<file path="src/rtl/lzs_pkg.sv">
// Shared LZS definitions.
// Holds the widths common to the encoder output packer and the decoder
// input unpacker, and the unpacker's stream-state encoding.
package lzs_pkg;

  localparam int unsigned LZS_WORD_W   = 16;  // packed stream word
  localparam int unsigned LZS_MAXTOK_W = 13;  // longest token / peek window
  localparam int unsigned LZS_LEN_W    = 4;   // consume-length field
  localparam int unsigned LZS_BUF_W    = 32;  // unpacker bit buffer
  localparam int unsigned LZS_CNT_W    = 6;   // buffered-bit count (0..32)

  typedef enum logic [1:0] {
    RUN  = 2'd0,  // accepting words
    LAST = 2'd1,  // final word loaded, draining
    DONE = 2'd2   // stream fully consumed
  } lzs_state_e;

endpackage

</file>
<file path="src/rtl/bit_shift_buf.sv">
// MSB-aligned 32-bit bit buffer with combined shift-out and word insert.
// Ports:
//   clk, rst, ce  - clock, synchronous active-high reset, clock enable
//   shift_len     - bits consumed this cycle (already validated by caller)
//   load          - insert load_data behind the remaining bits this cycle
//   load_data     - 16-bit word, MSB first
//   buf_q         - buffer contents, valid bits at [31:32-avail_q], rest 0
//   avail_q       - number of valid bits held
//   avail_nxt     - bit count after this cycle's shift/load (for caller FSM)
module bit_shift_buf
  import lzs_pkg::*;
(
  input  logic                 clk,
  input  logic                 rst,
  input  logic                 ce,
  input  logic [LZS_LEN_W-1:0] shift_len,
  input  logic                 load,
  input  logic [LZS_WORD_W-1:0] load_data,
  output logic [LZS_BUF_W-1:0] buf_q,
  output logic [LZS_CNT_W-1:0] avail_q,
  output logic [LZS_CNT_W-1:0] avail_nxt
);

  logic [LZS_CNT_W-1:0] a1;
  logic [LZS_BUF_W-1:0] ins;
  logic [LZS_BUF_W-1:0] buf_nxt;

  always_comb begin
    a1  = avail_q - {2'b00, shift_len};
    ins = '0;
    // a1 <= 16 whenever a word is loaded, so the new word lands directly
    // behind the surviving bits without spilling past bit 0.
    if (load) begin
      ins = {{(LZS_BUF_W-LZS_WORD_W){1'b0}}, load_data}
            << (LZS_CNT_W'(LZS_WORD_W) - a1);
    end
    buf_nxt   = (buf_q << shift_len) | ins;
    avail_nxt = a1 + (load ? LZS_CNT_W'(LZS_WORD_W) : '0);
  end

  always_ff @(posedge clk) begin
    if (rst) begin
      buf_q   <= '0;
      avail_q <= '0;
    end else if (ce) begin
      buf_q   <= buf_nxt;
      avail_q <= avail_nxt;
    end
  end

endmodule

</file>
<file path="src/rtl/decode_in.sv">
// LZS decompressor input bit unpacker.
// Turns the 16-bit packed word stream back into an MSB-first bit stream,
// offering the token decoder a 13-bit peek window and a 1..13 bit consume
// per cycle, plus alignment to 16-bit stream boundaries.
// Ports:
//   clk, rst, ce         - clock, synchronous active-high reset, clock enable
//   data_i/valid_i/last_i - input word, its valid, final-word flag
//   ready_o              - a word can be accepted this cycle
//   win_o                - next 13 stream bits, MSB first, zero past avail_o
//   avail_o              - buffered bit count (0..32)
//   win_valid_o          - window full, or final word loaded and bits remain
//   take_i/take_len_i    - consume take_len_i bits (0 = no-op, >13 illegal)
//   align_i              - drop bits up to the next 16-bit boundary
//   done_o               - stream fully consumed
//   err_o                - sticky over-consume / illegal-length flag
module decode_in
  import lzs_pkg::*;
(
  input  logic                    clk,
  input  logic                    rst,
  input  logic                    ce,
  input  logic [LZS_WORD_W-1:0]   data_i,
  input  logic                    valid_i,
  input  logic                    last_i,
  output logic                    ready_o,
  output logic [LZS_MAXTOK_W-1:0] win_o,
  output logic [LZS_CNT_W-1:0]    avail_o,
  output logic                    win_valid_o,
  input  logic                    take_i,
  input  logic [LZS_LEN_W-1:0]    take_len_i,
  input  logic                    align_i,
  output logic                    done_o,
  output logic                    err_o
);

  lzs_state_e             state;
  lzs_state_e             state_nxt;
  logic [LZS_LEN_W-1:0]   ptr;
  logic [LZS_BUF_W-1:0]   buf_q;
  logic [LZS_CNT_W-1:0]   avail_q;
  logic [LZS_CNT_W-1:0]   avail_nxt;

  logic                   accept;
  logic                   active;
  logic                   len_bad;
  logic                   over;
  logic                   consume_ok;
  logic [LZS_LEN_W-1:0]   l_raw;
  logic [LZS_LEN_W-1:0]   l_eff;
  logic                   err_set;

  assign ready_o = (state == RUN) && (avail_q <= 6'd16) && !rst;
  assign accept  = valid_i && ready_o && ce;
  assign win_o   = buf_q[LZS_BUF_W-1 -: LZS_MAXTOK_W];
  assign avail_o = avail_q;

  always_comb begin
    active  = (state != DONE);
    // Two's-complement negate gives (16 - ptr) mod 16.
    l_raw   = '0;
    if (align_i)     l_raw = -ptr;
    else if (take_i) l_raw = take_len_i;
    len_bad    = active && take_i && !align_i && (take_len_i > 4'd13);
    over       = active && !len_bad && ({2'b00, l_raw} > avail_q);
    consume_ok = active && !len_bad && !over;
    l_eff      = consume_ok ? l_raw : '0;
    err_set    = len_bad || over;

    state_nxt = state;
    case (state)
      RUN:  if (accept && last_i) state_nxt = LAST;
      LAST: if (consume_ok && (take_i || align_i) && avail_nxt == '0)
              state_nxt = DONE;
      default: state_nxt = DONE;
    endcase
  end

  bit_shift_buf u_buf (
    .clk       (clk),
    .rst       (rst),
    .ce        (ce),
    .shift_len (l_eff),
    .load      (accept),
    .load_data (data_i),
    .buf_q     (buf_q),
    .avail_q   (avail_q),
    .avail_nxt (avail_nxt)
  );

  always_ff @(posedge clk) begin
    if (rst) begin
      state       <= RUN;
      ptr         <= '0;
      err_o       <= 1'b0;
      done_o      <= 1'b0;
      win_valid_o <= 1'b0;
    end else if (ce) begin
      state       <= state_nxt;
      ptr         <= ptr + l_eff;
      err_o       <= err_o | err_set;
      done_o      <= (state_nxt == DONE);
      win_valid_o <= (avail_nxt >= 6'd13) ||
                     ((state_nxt != RUN) && (avail_nxt != '0));
    end
  end

endmodule

</file>
<file path="config.mk">
export PLATFORM = sky130hd
export DESIGN_NAME = decode_in
export DESIGN_NICKNAME = d
export VERILOG_FILES = /design/src/rtl/lzs_pkg.sv /design/src/rtl/bit_shift_buf.sv /design/src/rtl/decode_in.sv
export SDC_FILE = /design/constraint.sdc
export NUM_CORES = 1
export LEC_CHECK = 0
export BUFFER_PORTS_ARGS = -buffer_cell sky130_fd_sc_hd__buf_2
export CORE_UTILIZATION = 50
export CTS_CLUSTER_DIAMETER = 60
export DETAILED_ROUTE_END_ITERATION = 7
export GPL_TIMING_DRIVEN = 0
export PLACE_DENSITY = 0.69
export SYNTH_ARGS = -nofsm -noshare
export SYNTH_HDL_FRONTEND = slang
export SYNTH_SLANG_ARGS = --single-unit
</file>
<file path="constraint.sdc">
create_clock -name clk -period 10.45 [get_ports clk]
set_input_delay 0.5225 -clock clk [delete_from_list [all_inputs] [get_ports clk]]
set_output_delay 0.5225 -clock clk [all_outputs]
set_load 0.1 [all_outputs]
</file>
After elaboration in Yosys (flattened, before gate mapping)
Cells that the tools add are included.

$add $sub $neg: 5. Divide/modulo/power cells: 0. Shift operators: 2. Multiplexer cells: 8. Reduce and logical (&&, ||, !) cells: 25. Bitwise operators: 2. Equality and inequality tests: 3. Multiply operators: 0. Order comparisons: 4.

Operator list (count): $mux W32 (1); $or A32 B32 Y32 (1); $shl A16 B6 Y32 (1); $shl A32 B4 Y32 (1); $logic_and A1 B1 Y1 (14); $mux W4 (3); $add A6 B6 Y6 (1); $ge A6 B4 Y1 const B (1); $gt A4 B6 Y1 (1); $le A6 B5 Y1 const B (1); $logic_not A6 Y1 (1); $reduce_bool A6 Y1 (1); $sub A5 B6 Y6 const A (1); $sub A6 B4 Y6 (1); $mux W5 (1); $add A4 B4 Y4 (1); $gt A4 B4 Y1 const B (1); $logic_not A1 Y1 (4); $mux W2 (2); $neg A4 Y4 (1); $pmux W2 S2 (1); $logic_or A1 B1 Y1 (3); $eq A2 B1 Y1 const B (1); $eq A2 B2 Y1 const B (1); other kinds (4) (4).

Input bits: 27. Latch bits: 0. Bits in registers: 47. Memories: 0. Output and inout bits: 23. Memory bits (read-only): 0. RAM bits: 0.

Longest topological paths before layout
Gate-level depths: netlist of the first run.

Depth in word-level cells: 19. Mapped depth: 29. Gate-level depth less buffers: 23.

Hierarchy
A second synthesis of the first run with hierarchy kept.

Cell total of the unflattened synthesis: 656. Area total of the unflattened synthesis: 5337.6 µm².

Modules (own cells, without submodules): bit_shift_buf (area each 4556.9 µm², cells each 557, times used 1, sequential area each 760.7 µm²); decode_in (area each 780.7 µm², cells each 99, times used 1, sequential area each 180.2 µm²).

Worst setup path after synthesis of the first run
No wires, ideal clock.

Kind: input to register. Start point: in align_i. End point: reg u_buf.buf_q[14]. Path buffers: 7. Path slack: 4.853 ns. Data arrival time: 5.481 ns. Required time: 10.333 ns. Stages: 26. Cells stage by stage: buf_2 > nand3b_1 > nand2_1 > inv_1 > buf_2 > buf_1 > ha_1 > and4_1 > a2111o_1 > buf_2 > nand2_1 > inv_1 > ha_1 > inv_1 > fa_1 > inv_1 > ha_1 > buf_2 > buf_2 > clkbuf_1 > nor2_1 > a22oi_1 > a21oi_1 > mux2_2 > a22o_1 > a22o_1.

Word-level cells in the longest chain between the ends: 14.

Ends and longest elaborated chain: start, declared (line decode_in.sv:31) `input logic align_i,`; parallel branches: the longest is 8 deep, another holds $gt A4 B6 Y1; $mux W4 * (line decode_in.sv:66) `l_eff = consume_ok ? l_raw : '0;`; $sub A6 B4 Y6 (line bit_shift_buf.sv:29) `a1 = avail_q - {2'b00, shift_len};`; $sub A5 B6 Y6 (line bit_shift_buf.sv:35) `<< (LZS_CNT_W'(LZS_WORD_W) - a1);`; $shl A16 B6 Y32 (line bit_shift_buf.sv:34) `ins = {{(LZS_BUF_W-LZS_WORD_W){1'b0}}, load_data}`; $mux W32 (line bit_shift_buf.sv:33) `if (load) begin`; $or A32 B32 Y32 * (line bit_shift_buf.sv:37) `buf_nxt = (buf_q << shift_len) | ins;`; end signal, assigned (line bit_shift_buf.sv:46) `buf_q <= buf_nxt;`; end, declared (line bit_shift_buf.sv:19) `output logic [LZS_BUF_W-1:0] buf_q,`.

Every way passes the cells marked *. A chain may end at the register's enable or synchronous reset.

Worst setup path after layout of the first run
Start point: in align_i. End point: reg u_buf.buf_q[28].

Same word-level chain as after synthesis.

==> PnR_summary.wiki, run 1 <==
{| class="wikitable"
! Metric !! Value
|-
| Result of the run || completed
|-
| Arr. time, crit path || 7.26 ns
|-
| Post-synth top area cell || dfxtp_1
|-
| Synthesis warning total || 0
|-
| Number of global-route vias before repair || 5765
|-
| Area share of the largest cell type after synthesis || 0.175
|-
| Maximum clock frequency || 141 MHz
|-
| Critical Path RT || ~11 ns
|-
| Proportion of layout cells with a drive suffix above 1 || 0.144
|-
| H-tree level count || 2
|-
| Count of unresolved DRC violations after routing || 0
|-
| Share of the yosys chip area belonging to registers || 0.175
|-
| Kind of start point of the critical path || primary input
|-
| First-pass GRT wire length || roughly 32000 um
|-
| Post-synth top cells || nand2_1, nor2_1, o21ai_0
|-
| Main area contributors after synthesis || dfxtp_1, mux2i_1, nand2_1
|-
| Clock latency of the later-clocked register in the worst-skew pair || 0.32 ns
|-
| Pre-antenna DRT Iters || 7
|-
| Layout Skew || 0.0173 ns
|-
| Number of slew-limit violations in the final report || 0
|-
| Clock transition time at the flip-flop clock pins of the worst setup and hold paths || roughly 0.10 ns
|-
| Core region area || 10400 sq um
|-
| Mean instance size in the synthesized netlist || 7.22 sq um
|-
| Final weighted congestion in routability-driven placement || 0.980
|-
| Source of the critical timing path || align_i
|-
| Most common cell in the synthesized netlist || nand2_1
|-
| Cells resized by post-CTS repair || 0
|-
| Grt total ovfl || 0
|-
| Synthesized instance count || 744
|-
| Dpl hpwl || between 15000 and 20000 um
|-
| Category of the critical setup timing path || primary input to flop
|-
| RSZ-0062 raised after global routing || no
|-
| Worst Tran Pin Value || roughly 0.8 ns
|-
| Startpoint of the most critical register-to-register path || ptr[0]
|-
| Antenna diode count || 0
|-
| Total Die Area || 11200 sq um
|-
| Die width || 106 um
|-
| Final hold violation count || 0
|-
| Die span in y || between 100 and 150 um
|-
| Number of input and output port buffers inserted || 47
|-
| Clock tree from TritonCTS || built
|-
| Headroom to the max-slew limit || 0.449
|-
| Total track usage || 0.375
|-
| Final period demand of the worst path || 7.11 ns
|-
| Post-layout net count || 842
|-
| DR iter-0 viols || approximately 650
|-
| Predominant post-synthesis flop cell || dfxtp_1
|-
| Antenna-violating nets left || 0
|-
| Final-report setup violation count || 0
|-
| Flip-flop and latch count after synthesis || 47
|-
| Count of flip-flops with a built-in enable after synthesis || 0
|-
| Period utilization || 0.681
|-
| Peak fanout along the critical path || 10
|-
| Source of the worst hold timing path || last_i
|-
| Synthesized area || between 5000 and 6000 sq um
|-
| Hold buffer count at CTS || 0
|-
| Initial antenna violation count || 0
|-
| Maximum number of pins on one net before global-route repair || 16
|-
| Cts bufs inserted || 5
|-
| Final routed wire length divided by cell count || roughly 22 um
|-
| Area growth syn-to-layout || 9.20%
|-
| Total number of clock tree sinks || 47
|-
| Fillcell total || 1033
|-
| Maximum number of buffers from clock root to sink || 2
|-
| Capturing element type of the critical path || flop
|-
| Vias per cell || just under 7
|-
| Number of violations of the max-capacitance limit || 0
|-
| Hold Path Class || primary input to flop
|-
| Setup TNS || 0 ns
|-
| Row count || 37
|-
| Io pins || 50
|-
| Count of unique library cells instantiated by Yosys || 74
|-
| Net count after synthesis || 788
|-
| Share of synthesized registers carrying an async set or reset || 0
|-
| Aggregate routed wire length || around 21000 um
|-
| Via total after detailed routing || 6303
|-
| Clock tree root buffer cell || clkbuf_8
|-
| Post-CTS setup buffer count || 0
|-
| Initial standard-cell utilization of the core || 0.518
|}
-- path summary, 6_finish.rpt --
path | end | slack (ns) | cells past startpoint
setup / recovery | u_buf.buf_q[28] | 3.34 | 28
hold / removal | state[0] | 0.48 | 3
setup reg to reg | u_buf.buf_q[28] | 3.36 | 27
hold reg to reg | err_o | 0.49 | 2
-- routing by layer --
metal / vias to the layer above / wire length (um) / global-route usage
li1: 2869 / - / -
met1: 2965 / 8570 / 0.485
met2: 408 / 9590 / 0.606
met3: 61 / 1950 / 0.0736
met4: 0 / 666 / 0.161
met5: - / 0 / 0
-- through the flow --
stage	worst slack (ns)	instances	hold WS (ns)	area, sq um	utilization
2_1_floorplan	4.85	744	0.473	5370	-
3_3_place_gp	3.35	927	0.445	5780	0.557
3_5_place_dp	3.18	927	0.465	5780	0.557
4_1_cts	3.48	935	0.465	5860	0.566
5_1_grt	2.99	935	0.480	5860	0.566
6_report	3.34	935	0.477	5860	0.566
-- worst max-delay path, cell delays in order --
cell and delay, ns:
buf_2 0.16, nand3b_1 0.16, nand2_1 0.23, inv_1 0.15
buf_2 0.26, buf_1 0.49, ha_1 0.26, nor2b_1 0.05
o211ai_2 0.20, a2111o_1 0.33, buf_2 0.28, nand2_1 0.23
inv_1 0.32, ha_1 0.25, inv_1 0.06, fa_1 0.53
inv_1 0.07, ha_1 0.27, buf_2 0.22, buf_2 0.31
clkbuf_1 0.43, nand3b_1 0.20, nor2_1 0.06, a21oi_1 0.40
mux2i_1 0.20, and3_1 0.22, a31oi_1 0.23, a41oi_1 0.15
-- cells in the final DEF (no fill, tap or decap), types with 6 or more instances in the layout --
| master | n |
|---|---|
| a211oi_1 | 20 |
| a21o_1 | 8 |
| a21oi_1 | 40 |
| a221oi_1 | 10 |
| a22o_1 | 6 |
| a22oi_1 | 9 |
| a311oi_1 | 10 |
| a31oi_1 | 13 |
| a32oi_1 | 16 |
| and3_1 | 26 |
| buf_1 | 7 |
| buf_2 | 62 |
| buf_4 | 14 |
| clkbuf_1 | 37 |
| dfxtp_1 | 47 |
| ha_1 | 15 |
| inv_1 | 18 |
| mux2_2 | 13 |
| mux2i_1 | 40 |
| nand2_1 | 101 |
| nand3_1 | 21 |
| nor2_1 | 74 |
| nor2b_1 | 7 |
| nor3_1 | 16 |
| o21ai_0 | 51 |
| o22ai_1 | 6 |
| xnor2_1 | 9 |
-- state kept, by name, summed over array words and instances, names as in the netlist --
register and count:
win_valid_o 1, state 2, u_buf.buf_q 32, u_buf.avail_q 6, err_o 1, done_o 1, ptr 4
-- area by class of cell --
cell class / instances / area (sq um) / share of cell area
flip-flops and latches: 47 / 941 / 0.160
multi-input cells: 604 / 4010 / 0.684
well taps: 136 / 170 / 0.0290
plain buffers: 72 / 342 / 0.0582
repair buffers: 47 / 235 / 0.0401
inverters: 21 / 78.8 / 0.0134
clock inverters: 2 / 16.3 / 0.00277
clock buffers: 6 / 72.6 / 0.0124
-- cell families (layout without fill, tap and decap cells) --
group | count (synthesis) | after routing | share of synthesized area
AO/OA/AOI/OAI | 238 | 238 | 0.312
XOR/XNOR | 15 | 15 | 0.0315
adder cells (fa/ha/maj) | 17 | 17 | 0.0424
buffers and inverters | 93 | 148 | 0.0783
flip-flops | 47 | 47 | 0.175
multiplexers | 59 | 59 | 0.125
AND/OR/NAND/NOR | 275 | 275 | 0.236
Power of run 1 is left out: the tool's default activity adds up to more than one toggle a clock period on the data nets, which glitch-free logic cannot reach.
==> run 2, diff against run 1 <==
ABC_AREA = 1   (was not set)
PLACE_DENSITY = 0.71   (was 0.69)
clock period = 6.2 ns   (was 10.45 ns; I/O delays follow)
==> PnR_summary.wiki, run 2 <==
{| class="wikitable"
! Metric !! Value
|-
| Post-CTS setup buffer count || 0 (unchanged)
|-
| Biggest registers after layout || u_buf.buf_q x32, u_buf.avail_q x6, ptr x4 (unchanged)
|-
| Final instance area || 6250 sq um (was 5860 sq um)
|-
| Number of placed cells counting well taps || 1228 (was 927)
|-
| Share of the yosys chip area belonging to registers || 0.167 (was 0.175)
|-
| Synthesis warning total || 0 (unchanged)
|-
| Cell area after placement || 6050 sq um (was 5780 sq um)
|-
| Maximum number of buffers from clock root to sink || 2 (unchanged)
|-
| Clock latency of the later-clocked register in the worst-skew pair || 0.31 ns (was 0.32 ns)
|-
| Clock transition time at the flip-flop clock pins of the worst setup and hold paths || 0.07 ns (was 0.10 ns)
|-
| Peak fanout along the critical path || 10 (unchanged)
|-
| Post-synth top cells || nand2_1, nand3_1, inv_1 (was nand2_1, nor2_1, o21ai_0)
|-
| Number of input and output port buffers inserted || 48 (was 47)
|-
| Number of slew-limit violations in the final report || 0 (unchanged)
|-
| Cell with the most instances on the worst path || inv_1 (was buf_2)
|-
| Layout Skew || 0.00807 ns (was 0.0173 ns)
|-
| Worst setup timing slack at the placement stage || 0.739 ns (was 3.18 ns)
|-
| First-pass GRT wire length || 32300 um (was 32400 um)
|-
| Worst supply voltage drop on vdd || about 0.37 mV
|-
| Max reg flops || 32 (unchanged)
|-
| Final Total Pwr || 3.22 mW
|-
| Share of synthesized registers carrying an async set or reset || 0 (unchanged)
|-
| Fillcell total || 1212 (was 1033)
|-
| Net switching component of the power || approximately 1.9 mW
|-
| Main area contributors after synthesis || nand3_1, nand2_1, dfxtp_1 (was dfxtp_1, mux2i_1, nand2_1)
|-
| Count of unresolved DRC violations after routing || 0 (unchanged)
|-
| Row count || 38 (was 37)
|-
| Core region area || 10900 sq um (was 10400 sq um)
|-
| Critical Path RT || 6.45 ns (was 10.60 ns)
|-
| Delay of the slowest cell on the worst path || 0.42 ns (was 0.53 ns)
|-
| Clock tree root buffer cell || clkbuf_16 (was clkbuf_8)
|-
| Period utilization || 0.892
|-
| Final-report setup violation count || 0 (unchanged)
|-
| PD cells || ~500 nW/um^2
|-
| Maximum clock frequency || 181 MHz
|-
| Cells resized by post-CTS repair || 0 (unchanged)
|-
| Maximum number of pins on one net before global-route repair || 16 (unchanged)
|-
| Final period demand of the worst path || 5.53 ns
|-
| Flip-flop and latch count after synthesis || 47 (unchanged)
|-
| Synthesized instance count || 1040 (was 744)
|-
| Total track usage || 0.361 (was 0.375)
|-
| Sw Ratio || 0.596
|-
| Count of flip-flops with a built-in enable after synthesis || 0 (unchanged)
|-
| Largest delay share family, worst path || buffers and inverters (unchanged)
|-
| Worst R2R End || u_buf.buf_q[20] (was u_buf.buf_q[28])
|-
| Most common cell in the synthesized netlist || nand2_1 (unchanged)
|-
| Category of the critical setup timing path || flop to flop (was primary input to flop)
|-
| Startpoint of the most critical register-to-register path || ptr[0] (unchanged)
|-
| Internal power summed over all cells || 1.30 mW
|-
| Post-synth top area cell || nand3_1 (was dfxtp_1)
|-
| Final setup slack of the worst path || 0.667 ns (was 3.34 ns)
|-
| Vias per cell || 5.84 (was 6.74)
|-
| Net count after synthesis || 1084 (was 788)
|-
| Count of unique library cells instantiated by Yosys || 35 (was 74)
|-
| Io pins || 50 (unchanged)
|-
| Final hold violation count || 0 (unchanged)
|-
| Source of the worst hold timing path || last_i (unchanged)
|-
| Initial antenna violation count || 0 (unchanged)
|-
| Post-layout net count || 1139 (was 842)
|-
| Via total after detailed routing || 7222 (was 6303)
|-
| Setup TNS || 0 ns (unchanged)
|-
| Part of the total power dissipated in sequential elements || 0.119
|-
| Hold Path Class || primary input to flop (unchanged)
|-
| Total Die Area || 11700 sq um (was 11200 sq um)
|-
| Highest-count cells in the layout ignoring fill and taps || nand2_1, nand3_1, inv_1, buf_2, nor2_1 (was nand2_1, nor2_1, buf_2, o21ai_0, dfxtp_1)
|-
| RSZ-0062 raised after global routing || no (unchanged)
|-
| Aggregate routed wire length || 20600 um (was 20800 um)
|-
| Largest register by flop count || u_buf.buf_q (unchanged)
|-
| Die span in y || 108 um (was 106 um)
|-
| H-tree level count || 2 (unchanged)
|-
| Antenna-violating nets left || 0 (unchanged)
|-
| Leakage power total || 3.42 nW
|-
| Number of violations of the max-capacitance limit || 0 (unchanged)
|-
| Antenna diode count || 0 (unchanged)
|-
| Pre-antenna DRT Iters || 7 (unchanged)
|-
| Dpl hpwl || 16200 um (was 16500 um)
|-
| Worst hold path endpoint || state[0] (unchanged)
|-
| Cell with the biggest individual delay on the critical path || fa_1 (unchanged)
|-
| Predominant post-synthesis flop cell || dfxtp_1 (unchanged)
|-
| Final weighted congestion in routability-driven placement || 1.04 (was 0.980)
|-
| Synthesized area || 5640 sq um (was 5370 sq um)
|-
| Final routed wire length divided by cell count || 16.7 um (was 22.2 um)
|-
| Area growth syn-to-layout || 10.8% (was 9.20%)
|-
| Grt total ovfl || 0 (unchanged)
|-
| Most frequent standard cell in the layout excluding fill and tap cells || nand2_1 (unchanged)
|-
| Worst-case register-to-register setup slack || 0.67 ns (was 3.36 ns)
|-
| Arr. time, crit path || 5.78 ns (was 7.26 ns)
|-
| Worst Tran Pin Value || 0.726 ns (was 0.824 ns)
|-
| DR iter-0 viols || 930 (was 649)
|-
| Number of cells traversed by the worst hold path || 5 (was 3)
|-
| Result of the run || completed (unchanged)
|-
| Kind of start point of the critical path || flop (was primary input)
|-
| Proportion of layout cells with a drive suffix above 1 || 0.129 (was 0.144)
|-
| Die width || 108 um (was 106 um)
|-
| Number of global-route vias before repair || 6277 (was 5765)
|-
| Worst Reg-to-Reg Cells || 30 (was 27)
|-
| Capturing element type of the critical path || flop (unchanged)
|-
| Area share of the largest cell type after synthesis || 0.229 (was 0.175)
|-
| Crit path buffers/inverters || 12 (was 11)
|-
| Cts bufs inserted || 5 (unchanged)
|-
| Initial standard-cell utilization of the core || 0.516 (was 0.518)
|-
| Cell Count, Final, Fillers Out || 1236 (was 935)
|-
| Hold buffer count at CTS || 0 (unchanged)
|-
| Mean instance size in the synthesized netlist || 5.42 sq um (was 7.22 sq um)
|-
| Comb power frac || 0.768
|-
| Share of power burned in the clock network || 0.113
|-
| Total number of clock tree sinks || 47 (unchanged)
|-
| Headroom to the max-slew limit || 0.516 (was 0.449)
|-
| Clock tree from TritonCTS || built (unchanged)
|}
==> run 2: kinds of logic (layout without fill, tap and decap cells) <==
kind of cell	after synthesis	in the layout	share of synthesized area
fa+ha+maj	17	17	0.0404
simple gates	680	680	0.544
buf+inv	199	255	0.156
xor+xnor	2	2	0.00311
flops	47	47	0.167
compound gates	95	95	0.0897
==> run 2: power groups by stage <==
stage | Clock, mW | Sequential (mW) | Combinational [mW]
floorplan | 0 | 0.452 | 1.79
global placement | 0 | 0.387 | 2.40
detailed placement | 0 | 0.389 | 2.39
CTS | 0.363 | 0.382 | 2.40
global route | 0.373 | 0.387 | 2.71
finish | 0.364 | 0.382 | 2.47
==> run 2: metal layers <==
layer | track usage | wire length (um) | up-vias
met3 | 0.0784 | 2450 | 69
met5 | 0 | 0 | -
met2 | 0.561 | 8760 | 438
met1 | 0.487 | 8630 | 3205
met4 | 0.130 | 737 | 0
li1 | - | - | 3510
==> run 2: tightest hold or removal path: stages <==
cell,delay (ns)
buf_2,0.08
nand2_1,0.08
nand3_1,0.10
nand2_1,0.05
inv_1,0.04
==> run 2: area by class of cell <==
type	count	area, sq um	share of cell area
clock buffers	5	125	0.0200
multi-input cells	794	3820	0.611
clock inverters	3	67.6	0.0108
repair buffers	48	240	0.0385
plain buffers	76	415	0.0665
flip-flops and latches	47	941	0.151
well taps	140	175	0.0280
inverters	123	463	0.0741
==> run 2: through the flow <==
step	hold WS [ns]	util
floorplan	0.464	-
global placement	0.457	0.554
detailed placement	0.456	0.554
CTS	0.363	0.571
global route	0.413	0.571
finish	0.375	0.571
==> run 2: worst max-delay path by stage <==
stage	startpoint	endpoint	slack, ns	cells past startpoint
after floorplan	u_buf.avail_q[1]	u_buf.buf_q[13]	1.70	29
after global placement	align_i	u_buf.buf_q[20]	0.72	32
after detailed placement	align_i	u_buf.buf_q[20]	0.74	32
after CTS	ptr[0]	u_buf.buf_q[20]	0.90	30
after global routing	ptr[0]	u_buf.buf_q[17]	0.37	31
final	ptr[0]	u_buf.buf_q[20]	0.67	30
(Power assumes the default switching activity.)
==> run 3, diff against run 2 <==
CELL_PAD_IN_SITES_DETAIL_PLACEMENT = 1   (was not set)
CELL_PAD_IN_SITES_GLOBAL_PLACEMENT = 1   (was not set)
CORE_UTILIZATION = 37   (was 50)
PLACE_DENSITY = not set   (was 0.71)
PLACE_DENSITY_LB_ADDON = 0.1   (was not set)
==> PnR_summary.wiki, run 3 (synthesis results as in run 2) <==
{| class="wikitable"
! Metric !! Value
|-
| Grt total ovfl || 0 (unchanged)
|-
| Delay of the slowest cell on the worst path || 0.43 ns (was 0.42 ns)
|-
| Clock tree from TritonCTS || built (unchanged)
|-
| Highest-count cells in the layout ignoring fill and taps || nand2_1, nand3_1, inv_1, buf_2, nor2_1 (unchanged)
|-
| Row count || 44 (was 38)
|-
| Max reg flops || 32 (unchanged)
|-
| Sw Ratio || 0.619 (was 0.596)
|-
| Final routed wire length divided by cell count || 18.3 um (was 16.7 um)
|-
| Hold buffer count at CTS || 0 (unchanged)
|-
| Critical Path RT || 6.46 ns (was 6.45 ns)
|-
| Leakage power total || 3.40 nW (was 3.42 nW)
|-
| Hold Path Class || primary input to flop (unchanged)
|-
| Final weighted congestion in routability-driven placement || 0.960 (was 1.04)
|-
| Core region area || 14700 sq um (was 10900 sq um)
|-
| Vias per cell || 5.65 (was 5.84)
|-
| Category of the critical setup timing path || flop to flop (unchanged)
|-
| Total track usage || 0.304 (was 0.361)
|-
| Internal power summed over all cells || 1.22 mW (was 1.30 mW)
|-
| Setup TNS || 0 ns (unchanged)
|-
| Number of global-route vias before repair || 6997 (was 6277)
|-
| Final period demand of the worst path || 5.55 ns (was 5.53 ns)
|-
| Clock transition time at the flip-flop clock pins of the worst setup and hold paths || 0.07 ns (about the same)
|-
| Headroom to the max-slew limit || 0.521 (was 0.516)
|-
| Final hold violation count || 0 (unchanged)
|-
| Initial standard-cell utilization of the core || 0.384 (was 0.516)
|-
| Most frequent standard cell in the layout excluding fill and tap cells || nand2_1 (unchanged)
|-
| Clock latency of the later-clocked register in the worst-skew pair || 0.31 ns (about the same)
|-
| Total Die Area || 15700 sq um (was 11700 sq um)
|-
| Die span in y || 125 um (was 108 um)
|-
| Antenna diode count || 0 (unchanged)
|-
| Number of violations of the max-capacitance limit || 0 (unchanged)
|-
| Io pins || 50 (unchanged)
|-
| Comb power frac || 0.791 (was 0.768)
|-
| Total number of clock tree sinks || 47 (unchanged)
|-
| Peak fanout along the critical path || 10 (unchanged)
|-
| Maximum number of pins on one net before global-route repair || 14 (was 16)
|-
| Number of slew-limit violations in the final report || 0 (unchanged)
|-
| Worst setup timing slack at the placement stage || 0.563 ns (was 0.739 ns)
|-
| Layout Skew || 0.00356 ns (was 0.00807 ns)
|-
| Maximum number of buffers from clock root to sink || 2 (unchanged)
|-
| Clock tree root buffer cell || clkbuf_16 (unchanged)
|-
| Count of unresolved DRC violations after routing || 6 (was 0)
|-
| Period utilization || 0.895 (was 0.892)
|-
| Capturing element type of the critical path || flop (unchanged)
|-
| Number of placed cells counting well taps || 1272 (was 1228)
|-
| Cell with the most instances on the worst path || inv_1 (unchanged)
|-
| Final-report setup violation count || 0 (unchanged)
|-
| Largest register by flop count || u_buf.buf_q (unchanged)
|-
| Dpl hpwl || 18900 um (was 16200 um)
|-
| H-tree level count || 2 (unchanged)
|-
| Part of the total power dissipated in sequential elements || 0.121 (was 0.119)
|-
| Initial antenna violation count || 0 (unchanged)
|-
| Largest delay share family, worst path || buffers and inverters (unchanged)
|-
| Arr. time, crit path || 5.81 ns (was 5.78 ns)
|-
| Worst Tran Pin Value || 0.718 ns (was 0.726 ns)
|-
| Proportion of layout cells with a drive suffix above 1 || 0.127 (was 0.129)
|-
| Cts bufs inserted || 5 (unchanged)
|-
| Kind of start point of the critical path || flop (unchanged)
|-
| Pre-antenna DRT Iters || 7 (unchanged)
|-
| Aggregate routed wire length || 23400 um (was 20600 um)
|-
| Post-layout net count || 1139 (unchanged)
|-
| Number of input and output port buffers inserted || 48 (unchanged)
|-
| PD cells || 512 nW/um^2 (was 515 nW/um^2)
|-
| Die width || 125 um (was 108 um)
|-
| Cell Count, Final, Fillers Out || 1280 (was 1236)
|-
| Antenna-violating nets left || 0 (unchanged)
|-
| Crit path buffers/inverters || 12 (unchanged)
|-
| Smallest hold slack || 0.362 ns (was 0.375 ns)
|-
| Maximum clock frequency || 180 MHz (was 181 MHz)
|-
| First-pass GRT wire length || 37100 um (was 32300 um)
|-
| Post-CTS setup buffer count || 0 (unchanged)
|-
| Cells resized by post-CTS repair || 0 (unchanged)
|-
| Biggest registers after layout || u_buf.buf_q x32, u_buf.avail_q x6, ptr x4 (unchanged)
|-
| Worst supply voltage drop on vdd || 0.234 mV (was 0.365 mV)
|-
| DR iter-0 viols || 604 (was 930)
|-
| RSZ-0062 raised after global routing || no (unchanged)
|-
| Net switching component of the power || 1.98 mW (was 1.92 mW)
|-
| Result of the run || finished, violations left (was completed)
|-
| Via total after detailed routing || 7238 (was 7222)
|-
| Final setup slack of the worst path || 0.649 ns (was 0.667 ns)
|-
| Area growth syn-to-layout || 10.8% (unchanged)
|-
| Cell with the biggest individual delay on the critical path || fa_1 (unchanged)
|-
| Violated checks || DRC
|-
| Share of power burned in the clock network || 0.089 (was 0.113)
|}
## run 3: worst paths after layout
kind / start / to / slack (ns) / cells after the start
min reg2reg: done_o / done_o / 0.47 / 2
max reg2reg: ptr[0] / u_buf.buf_q[20] / 0.65 / 30
min: last_i / state[0] / 0.36 / 5
max: ptr[0] / u_buf.buf_q[20] / 0.65 / 30
## run 3: layout make-up
cell class,count,area [sq um]
clock inverter,1,5.00
sequential,47,941
fill,2177,8450
inverter,123,463
timing repair buffer,48,240
multi-input combinational,794,3820
clock buffer,7,133
tap,184,230
buffer,76,415
## run 3: power by group through the flow
| stage | clock network, mW | logic [mW] | registers, mW |
|---|---|---|---|
| finish | 0.284 | 2.53 | 0.386 |
| global route | 0.298 | 2.80 | 0.392 |
| CTS | 0.287 | 2.49 | 0.385 |
| detailed placement | 0 | 2.48 | 0.392 |
| global placement | 0 | 2.44 | 0.390 |
| floorplan | 0 | 1.79 | 0.452 |
## run 3: through the flow
step                      instance area [sq um]  total power, mW   util
after CTS                                  6250             3.16  0.425
after floorplan                            5640             2.24      -
after detailed placement                   6110             2.87  0.416
final                                      6250             3.20  0.425
after global placement                     6110             2.83  0.416
after global routing                       6250             3.49  0.425
## run 3: tightest hold or removal path, stage by stage
cell and delay, ns:
buf_2 0.08, nand2_1 0.06, nand3_1 0.08, nand2_1 0.05, inv_1 0.05
## run 3: routing by layer
| layer | track usage | part of all wire |
|---|---|---|
| met1 | 0.400 | 0.45 |
| met2 | 0.495 | 0.45 |
| met3 | 0.0646 | 0.072 |
| met4 | 0.0947 | 0.027 |
| met5 | 0 | 0 |
